**config.mk**
```make
export PLATFORM = sky130hd
export DESIGN_NAME = npn_tt_capture_flat
export DESIGN_NICKNAME = d
export VERILOG_FILES = /design/src/rtl/npn_tt_capture_if.sv /design/src/rtl/npn_tt_capture.sv /design/src/flat_wrapper.sv
export SDC_FILE = /design/constraint.sdc
export NUM_CORES = 1
export LEC_CHECK = 0
export CORE_ASPECT_RATIO = 0.8
export CORE_MARGIN = 2
export CORE_UTILIZATION = 32
export CTS_BUF_LIST = sky130_fd_sc_hd__clkbuf_2
export CTS_CLUSTER_SIZE = 25
export DETAILED_ROUTE_END_ITERATION = 8
export PLACE_DENSITY = 0.54
export REMOVE_ABC_BUFFERS = 1
export SYNTH_ARGS = -nofsm -noshare
export SYNTH_HDL_FRONTEND = slang
export SYNTH_SLANG_ARGS = --single-unit
```
**constraint.sdc**
```tcl
create_clock -name clk -period 2.75 [get_ports clk]
set_input_delay 0.4125 -clock clk [delete_from_list [all_inputs] [get_ports clk]]
set_output_delay 0.4125 -clock clk [all_outputs]
set_load 0.01 [all_outputs]
```
**src/rtl/npn_tt_capture_if.sv**
```systemverilog
// Bus between the truth-table capture engine and the checking bench:
// start/expect request, minterm drive, y sample and result handshake.
interface npn_tt_capture_if;
  logic        start;
  logic [15:0] expect_tt;
  logic [3:0]  x;
  logic        y;
  logic        busy;
  logic        tt_valid;
  logic        tt_ready;
  logic [15:0] tt_data;
  logic [4:0]  tt_ones;
  logic        tt_match;

  modport master (
    output start, expect_tt, y, tt_ready,
    input  x, busy, tt_valid, tt_data, tt_ones, tt_match
  );

  modport slave (
    input  start, expect_tt, y, tt_ready,
    output x, busy, tt_valid, tt_data, tt_ones, tt_match
  );
endinterface

```
**src/rtl/npn_tt_capture.sv**
```systemverilog
// Walks x through all 16 minterms of a 4-input network, samples y after
// SETTLE extra cycles per minterm and returns the assembled truth table.
module npn_tt_capture #(
  parameter int unsigned SETTLE = 0
) (
  input logic              clk,
  input logic              rst_n,
  npn_tt_capture_if.slave  tt_if
);

  typedef enum logic [1:0] {S_IDLE, S_RUN, S_DONE} state_t;

  localparam logic [3:0] SETTLE_C = 4'(SETTLE);

  state_t      r_state, w_state_nxt;
  logic [3:0]  r_idx, r_cnt;
  logic [15:0] r_exp, r_data;
  logic [4:0]  r_ones;
  logic        r_match, r_busy, r_valid;

  logic        w_accept, w_sample, w_last;
  logic [15:0] w_data_smp;

  assign w_accept = (r_state == S_IDLE) && tt_if.start;
  assign w_sample = (r_state == S_RUN) && (r_cnt == SETTLE_C);
  assign w_last   = w_sample && (r_idx == 4'd15);

  // Table with the current minterm's y merged in; match must see the final bit.
  always_comb begin
    w_data_smp        = r_data;
    w_data_smp[r_idx] = tt_if.y;
  end

  always_comb begin
    w_state_nxt = r_state;
    unique case (r_state)
      S_IDLE:  if (tt_if.start) w_state_nxt = S_RUN;
      S_RUN:   if (w_last) w_state_nxt = S_DONE;
      S_DONE:  if (r_valid && tt_if.tt_ready) w_state_nxt = S_IDLE;
      default: w_state_nxt = S_IDLE;
    endcase
  end

  always_ff @(posedge clk or negedge rst_n) begin
    if (!rst_n) r_state <= S_IDLE;
    else        r_state <= w_state_nxt;
  end

  always_ff @(posedge clk or negedge rst_n) begin
    if (!rst_n) begin
      r_idx   <= '0;
      r_cnt   <= '0;
      r_exp   <= '0;
      r_data  <= '0;
      r_ones  <= '0;
      r_match <= 1'b0;
      r_busy  <= 1'b0;
      r_valid <= 1'b0;
    end else begin
      r_busy  <= (w_state_nxt != S_IDLE);
      r_valid <= (w_state_nxt == S_DONE);
      if (w_accept) begin
        r_exp   <= tt_if.expect_tt;
        r_data  <= '0;
        r_ones  <= '0;
        r_match <= 1'b0;
        r_idx   <= '0;
        r_cnt   <= '0;
      end else if (r_state == S_RUN) begin
        if (!w_sample) begin
          r_cnt <= r_cnt + 4'd1;
        end else begin
          r_cnt  <= '0;
          r_data <= w_data_smp;
          r_ones <= r_ones + 5'(tt_if.y);
          // idx stops at 15 so x keeps showing the last minterm afterwards.
          if (!w_last) r_idx   <= r_idx + 4'd1;
          else         r_match <= (w_data_smp == r_exp);
        end
      end
    end
  end

  assign tt_if.x        = r_idx;
  assign tt_if.busy     = r_busy;
  assign tt_if.tt_valid = r_valid;
  assign tt_if.tt_data  = r_data;
  assign tt_if.tt_ones  = r_ones;
  assign tt_if.tt_match = r_match;

endmodule
```
**src/flat_wrapper.sv**
```systemverilog
// flat-port wrapper written by rule: the top's interface ports become plain ports
module npn_tt_capture_flat 
#(
  parameter int unsigned SETTLE = 0
)
  (clk, rst_n, tt_if_start, tt_if_expect_tt, tt_if_y, tt_if_tt_ready, tt_if_x, tt_if_busy, tt_if_tt_valid, tt_if_tt_data, tt_if_tt_ones, tt_if_tt_match);
  npn_tt_capture_if tt_if_i ();
  input logic clk;
  input logic rst_n;
  input wire logic [$bits(tt_if_i.start)-1:0] tt_if_start;
  input wire logic [$bits(tt_if_i.expect_tt)-1:0] tt_if_expect_tt;
  input wire logic [$bits(tt_if_i.y)-1:0] tt_if_y;
  input wire logic [$bits(tt_if_i.tt_ready)-1:0] tt_if_tt_ready;
  output wire logic [$bits(tt_if_i.x)-1:0] tt_if_x;
  output wire logic [$bits(tt_if_i.busy)-1:0] tt_if_busy;
  output wire logic [$bits(tt_if_i.tt_valid)-1:0] tt_if_tt_valid;
  output wire logic [$bits(tt_if_i.tt_data)-1:0] tt_if_tt_data;
  output wire logic [$bits(tt_if_i.tt_ones)-1:0] tt_if_tt_ones;
  output wire logic [$bits(tt_if_i.tt_match)-1:0] tt_if_tt_match;
  assign tt_if_i.start = tt_if_start;
  assign tt_if_i.expect_tt = tt_if_expect_tt;
  assign tt_if_i.y = tt_if_y;
  assign tt_if_i.tt_ready = tt_if_tt_ready;
  assign tt_if_x = tt_if_i.x;
  assign tt_if_busy = tt_if_i.busy;
  assign tt_if_tt_valid = tt_if_i.tt_valid;
  assign tt_if_tt_data = tt_if_i.tt_data;
  assign tt_if_tt_ones = tt_if_i.tt_ones;
  assign tt_if_tt_match = tt_if_i.tt_match;
  npn_tt_capture #(.SETTLE(SETTLE)) u_core (.clk(clk), .rst_n(rst_n), .tt_if(tt_if_i));
endmodule
```
==> key figures, run 1 <==
Status
  • Outcome: complete, no violations

Logic synthesis
  • Number of synthesized register bits: 50
  • Post-synth top flop: dfrtp_1
  • Synth unique cells: 39
  • Synthesized area per cell: between 8 and 9 um^2
  • Mux contribution to synthesized area: 0.0590
  • EDFF count, synth: 0
  • Post-synthesis sequential area ratio: 0.461
  • Largest area contributor in the netlist: dfrtp_1
  • Area of the mapped netlist: approximately 2700 um^2
  • Synth Warn #: 0
  • Post-synthesis compound-gate area fraction: 0.123
  • Post-Synth Simple-Gate Area: 0.224
  • Cells after Synth: between 300 and 400
  • Largest family of logic cells by synthesized area: simple AND/OR/NAND/NOR gates
  • Area contributors post-synth: dfrtp_1 (46%), nand2_1 (10%), mux2i_1 (5.9%)
  • Post-Synth Adder-Cell Area: 0.0369
  • Post-Synth XOR/XNOR Area: 0.0516
  • Yosys top cell area share: 0.461
  • Async SR Flop Fraction: 1.00

Global routing
  • Vias in the first global route: 2209
  • Initial antenna violation count: 0
  • First-pass GRT wire length: approximately 11 mm
  • Pin count of the biggest net entering global routing: slightly above 50
  • Grt total ovfl: 0
  • GRT Resource Usage Total: 0.155

Clock tree
  • Post-cts sizing count: 0
  • Clock Sinks: 50
  • TritonCTS Buffers: 5
  • Clk root buf: clkbuf_2
  • Clk buf depth: 2
  • Worst skew pair latency: roughly 430 ps
  • Max H-tree Level: 2
  • CTS tree: done
  • Clk pin slew, worst setup/hold paths: ~260 ps

Critical path
  • Critical path class: flop to flop
  • Crit path max fanout: 8
  • Worst setup EP type: flop
  • CP Launch Type: flop
  • Worst Path Required: about 3100 ps
  • Crit path DAT: 2670 ps

Pwr
  • Worst vdd ir: around 0.33 mV
  • LEAKAGE: 0.00154 uW
  • Sw Share: 0.433
  • Comb power frac: 0.498
  • Power Internal: ~1800 uW
  • Power Dens Cells: 949 nW/um^2
  • Sequential fraction of design power: 0.410
  • Switch Pwr: 1370 uW
  • Clock share of power: 0.093

Floorplan
  • Core region area: roughly 8400 um^2
  • IO Pins: just under 50
  • Initial Utilization: 0.324
  • Die area: ~9200 um^2
  • Die Y: roughly 86 um
  • Die Wd: between 100 and 150 um
  • Cell Rows: 30

Finish
  • Most common cell after layout, fill and taps aside: nand2_1
  • Filler cells: ~860
  • Antenna diodes: 0
  • Syn-to-layout area delta: 23.3%
  • Most frequent cells in the layout: nand2_1 (73), dfrtp_1 (50), clkdlybuf4s50_1 (47), o21ai_0 (27), a21oi_1 (17)
  • Nets: 376
  • Fraction of layout cells with a size suffix above 1: 0.0605
  • Final Util: 0.400

STA
  • Worst slew pin tran: between 800 and 900 ps
  • Final setup violation count: 0
  • Fmax: ~0.43 GHz
  • Crit share post-route: 0.839
  • Slew Viols, Final: 0
  • Setup TNS: 0 ps
  • RSZ-0062 raised after global routing: false
  • Rel. slew slack: 0.465
  • Final hold violations: 0
  • Clock skew: around 27 ps
  • Tmin final: 2310 ps

Min path
  • Worst hold path class: input port to async pin

Drt
  • Drt wl/cell: roughly 14 um
  • Iteration-0 DRC Markers: around 120
  • DRT Wirelength: 6.57 mm
  • Routed vias: about 2200
  • Final ANT Viol Nets: 0
  • DR vias/cell: roughly 5
  • Router iterations before antenna repair: 4
  • Drt drc: 0

Placement
  • GPL Wtd Cong: approximately 0.8
  • PortBufs: 48
  • DP HPWL: roughly 4.6 mm

Job
  • # Max-Cap Violations: 0
what timing repair did:
item / 4_1_cts / 5_1_grt
hold buffers: 1 / 0
hold endpoints to repair: 50 / 0
buffers inserted: 0 / 0
area by class of cell:
type	instances	area (um^2)	area share
Clock buffer	7	35.0	0.0105
Multi-Input combinational cell	226	1340	0.401
Timing Repair Buffer	55	543	0.162
Tap cell	112	140	0.0419
Inverter	9	33.8	0.0101
Sequential cell	50	1250	0.374
worst max-delay path, stage by stage, from the launching register on:
cell and delay (ps):
dfrtp_1 500, inv_1 110, ha_1 340, nand3_1 170, a221o_1 380, or4_1 530
o31ai_1 240
sequential cells by signal (all words and copies together) (netlist names):
name,flops
u_core.tt_if.tt_valid,1
u_core.tt_if.x,4
u_core.tt_if.tt_match,1
u_core.tt_if.busy,1
u_core.tt_if.tt_data,16
u_core.r_cnt,4
u_core.r_state,2
u_core.tt_if.tt_ones,5
u_core.r_exp,16
cells in the mapped netlist (2+ instances only):
cell       n
nor3_1     2
nand3_1   15
buf_2      6
o22ai_1    5
buf_1      2
a21o_1     2
nor4_1     2
nor2_1    10
a21oi_1   17
clkbuf_1  10
nor2_4     2
nand4_1    3
a22o_1     3
inv_1      9
o21ai_0   27
nor2b_1    2
nand2_1   73
xnor2_1    8
nand3b_1   8
mux2i_1   16
dfrtp_1   50
ha_1       8
xor2_1     8
per-stage QoR:
stage | std cells | total power (uW) | worst slack, ps | area [um^2] | hold slack, ps
5_1_grt | 459 | 3480 | 278 | 3350 | 431
4_1_cts | 459 | 3210 | 451 | 3350 | 444
2_1_floorplan | 285 | 2260 | 682 | 2630 | 117
3_3_place_gp | 451 | 2900 | 473 | 3300 | 430
6_report | 459 | 3170 | 442 | 3350 | 455
3_5_place_dp | 451 | 2910 | 447 | 3300 | 435
metal layers:
metal,up-vias,share of wire,GRT usage
li1,1113,-,-
met1,1065,0.52,0.233
met2,45,0.43,0.232
met4,0,0.011,0.0390
met5,-,0,0
met3,8,0.042,0.0263
power by group through the flow:
stage | logic (uW) | clock network (uW) | registers, uW
floorplan | 966 | 0 | 1290
global placement | 1580 | 0 | 1320
detailed placement | 1590 | 0 | 1320
CTS | 1600 | 311 | 1300
global route | 1790 | 334 | 1360
finish | 1580 | 294 | 1300
final timing paths:
path                               startpoint                 endpoint  slack, ps  cells past startpoint
max                         u_core.tt_if.x[1]    u_core.tt_if.tt_match        440                      6
min                                     rst_n  u_core.tt_if.tt_ones[4]        450                      3
max reg2reg                 u_core.tt_if.x[1]    u_core.tt_if.tt_match        440                      6
min reg2reg                   u_core.r_exp[5]          u_core.r_exp[5]        530                      2
max in group asynchronous               rst_n        u_core.tt_if.x[3]       2030                      3
min in group clk           tt_if_expect_tt[1]          u_core.r_exp[1]        460                      3
kinds of logic after synthesis:
kind of cell,Yosys count
AOI/OAI and AO/OA,59
xor gates and xnor gates,16
adders and majority gates,8
buffers and inverters,28
DFF,50
muxes,16
and+or+nand+nor,127
No activity file was read; power rests on OpenSTA's default activity.
==> run 2, diff against run 1 <==
Clock period 2.75 ns to 2.21 ns, I/O delays scaled along.
==> key figures, run 2 (same netlist as run 1, synthesis figures left out) <==
Status
  • Outcome: complete, no violations

Drt
  • DR vias/cell: 4.81 (-1.0%)
  • Iteration-0 DRC Markers: 80 (-34%)
  • Router iterations before antenna repair: 4 (unchanged)
  • Drt wl/cell: 14.1 um (-1.5%)
  • Final ANT Viol Nets: 0 (unchanged)
  • Drt drc: 0 (unchanged)
  • DRT Wirelength: 6.75 mm (+2.8%)
  • Routed vias: 2304 (+3.3%)

STA
  • Final setup violation count: 0 (unchanged)
  • Slew Viols, Final: 0 (unchanged)
  • Tmin final: 2080 ps (-226 ps)
  • RSZ-0062 raised after global routing: false
  • Fmax: 0.480 GHz (+11%)
  • Setup TNS: 0 ps (unchanged)
  • Worst slew pin tran: 654 ps (-147 ps)
  • Final hold violations: 0 (unchanged)
  • Rel. slew slack: 0.564 (+0.0993)
  • Crit share post-route: 0.942 (+0.103)
  • Clock skew: 22.1 ps (-4.81 ps)

Pwr
  • Worst vdd ir: 0.415 mV (+27%)
  • LEAKAGE: 0.00163 uW (+5.5%)
  • Power Dens Cells: 1190 nW/um^2 (+26%)

Clock tree
  • CTS tree: done
  • Max H-tree Level: 2 (unchanged)
  • Worst skew pair latency: 420 ps (about the same)
  • Clk buf depth: 2 (unchanged)
  • Clk pin slew, worst setup/hold paths: 250 ps (about the same)
  • TritonCTS Buffers: 5 (unchanged)
  • Clock Sinks: 50 (unchanged)
  • Clk root buf: clkbuf_2

Floorplan
  • Core region area: 8370 um^2 (unchanged)
  • Cell Rows: 30 (unchanged)
  • Initial Utilization: 0.324 (unchanged)
  • Die Y: 86.4 um (unchanged)
  • IO Pins: 49 (unchanged)
  • Die area: 9240 um^2 (unchanged)
  • Die Wd: 107 um (unchanged)

Global routing
  • Vias in the first global route: 2246 (+1.7%)
  • Pin count of the biggest net entering global routing: 51 (unchanged)
  • Initial antenna violation count: 0 (unchanged)
  • GRT Resource Usage Total: 0.156 (+0.000596)
  • First-pass GRT wire length: 11.2 mm (-0.91%)
  • Grt total ovfl: 0 (unchanged)

Critical path
  • Crit path DAT: 2440 ps (-230 ps)
  • Critical path class: flop to flop
  • Worst Path Required: 2560 ps (-560 ps)
  • Critical path's slowest cell: or4_1
  • Crit path max fanout: 6 (-2)
  • CP Launch Type: flop
  • Slowest stage delay, CP: 530 ps (about the same)
  • Cell breakdown of the critical path: inv_1 > ha_4 > nand3_1 > a221o_1 > or4_1 > o31ai_1
  • Worst setup EP type: flop

Job
  • # Max-Cap Violations: 0 (unchanged)

Finish
  • Final Util: 0.420 (+0.0200)
  • Most common cell after layout, fill and taps aside: nand2_1
  • Most frequent cells in the layout: nand2_1 (73), clkdlybuf4s50_1 (47), dfrtp_1 (46), o21ai_0 (27), buf_4 (26)
  • Multi-input logic area: 1370 um^2 (+1.9%)
  • Filler cells: 851 (-0.82%)
  • Antenna diodes: 0 (unchanged)
  • Fraction of layout cells with a size suffix above 1: 0.136 (+0.0757)
  • Sequential Area: 1260 um^2 (+0.40%)
  • Syn-to-layout area delta: 29.5%
  • Nets: 396 (+5.3%)

Placement
  • DP HPWL: 4.98 mm (+9.2%)
  • GPL Wtd Cong: 0.848 (+3.1%)
  • PortBufs: 48 (unchanged)

Min path
  • Worst hold path class: input port to flop
-- run 2: through the flow --
step / instances / total power [uW] / worst slack [ps] / instance area (um^2) / hold slack (ps)
2_1_floorplan: 285 / 2810 / 142 / 2630 / 35.9
3_3_place_gp: 470 / 3780 / 54.3 / 3430 / 485
3_5_place_dp: 470 / 3810 / 21.0 / 3430 / 486
4_1_cts: 478 / 4180 / 7.03 / 3480 / 371
5_1_grt: 479 / 4550 / 5.69 / 3510 / 364
6_report: 479 / 4200 / 128 / 3510 / 387
-- run 2: timing repair --
item | in CTS | in global routing
setup endpoints to repair | 1 | 2
setup buffers | 0 | 1
resized for setup | 1 | 9
endpoints found under the hold margin | 29 | 0
hold buffers | 1 | 0
-- run 2: critical path, delay by kind of cell, from the launching register on --
kind / cells / cell delay (ps)
and+or+nand+nor: 2 / 650
AOI/OAI and AO/OA: 2 / 590
DFF: 1 / 500
adders and majority gates: 1 / 180
buffers and inverters: 1 / 120
-- run 2: path summary, 6_finish.rpt --
check / startpoint / to / slack [ps] / cells after the start
max: u_core.tt_if.x[1] / u_core.tt_if.tt_match / 130 / 6
max reg2reg: u_core.tt_if.x[1] / u_core.tt_if.tt_match / 130 / 6
min: tt_if_expect_tt[4] / u_core.r_exp[4] / 390 / 3
min reg2reg: u_core.r_exp[15] / u_core.r_exp[15] / 520 / 2
min in group asynchronous: rst_n / u_core.r_exp[2] / 520 / 3
max in group asynchronous: rst_n / u_core.tt_if.x[1] / 1220 / 3
-- run 2: where the power goes --
group / switching [uW] / leakage (uW) / total, uW / internal [uW]
clock: 283 / 0.0000291 / 365 / 82.2
combinational: 1110 / 0.000956 / 2210 / 1100
sequential: 373 / 0.000644 / 1620 / 1250
-- run 2: final cells by class --
| class | instances | share of cell area |
|---|---|---|
| Timing Repair Buffer | 75 | 0.194 |
| Sequential cell | 50 | 0.358 |
| Multi-Input combinational cell | 226 | 0.389 |
| Clock buffer | 7 | 0.00997 |
| Inverter | 9 | 0.00962 |
| Tap cell | 112 | 0.0399 |
-- run 2: routing by layer --
metal / track usage / wire, um / up-vias
met3: 0.0278 / 192 / 7
met5: 0 / 0 / -
met1: 0.235 / 3680 / 1098
met2: 0.228 / 2810 / 36
met4: 0.0437 / 72 / 0
li1: - / - / 1163
==> run 3, diff against run 2 <==
Settings changed: CTS_CLUSTER_SIZE 25 to 30.
==> results of run 3 <==
Final layout, timing and power as in run 2 (identical DEF).
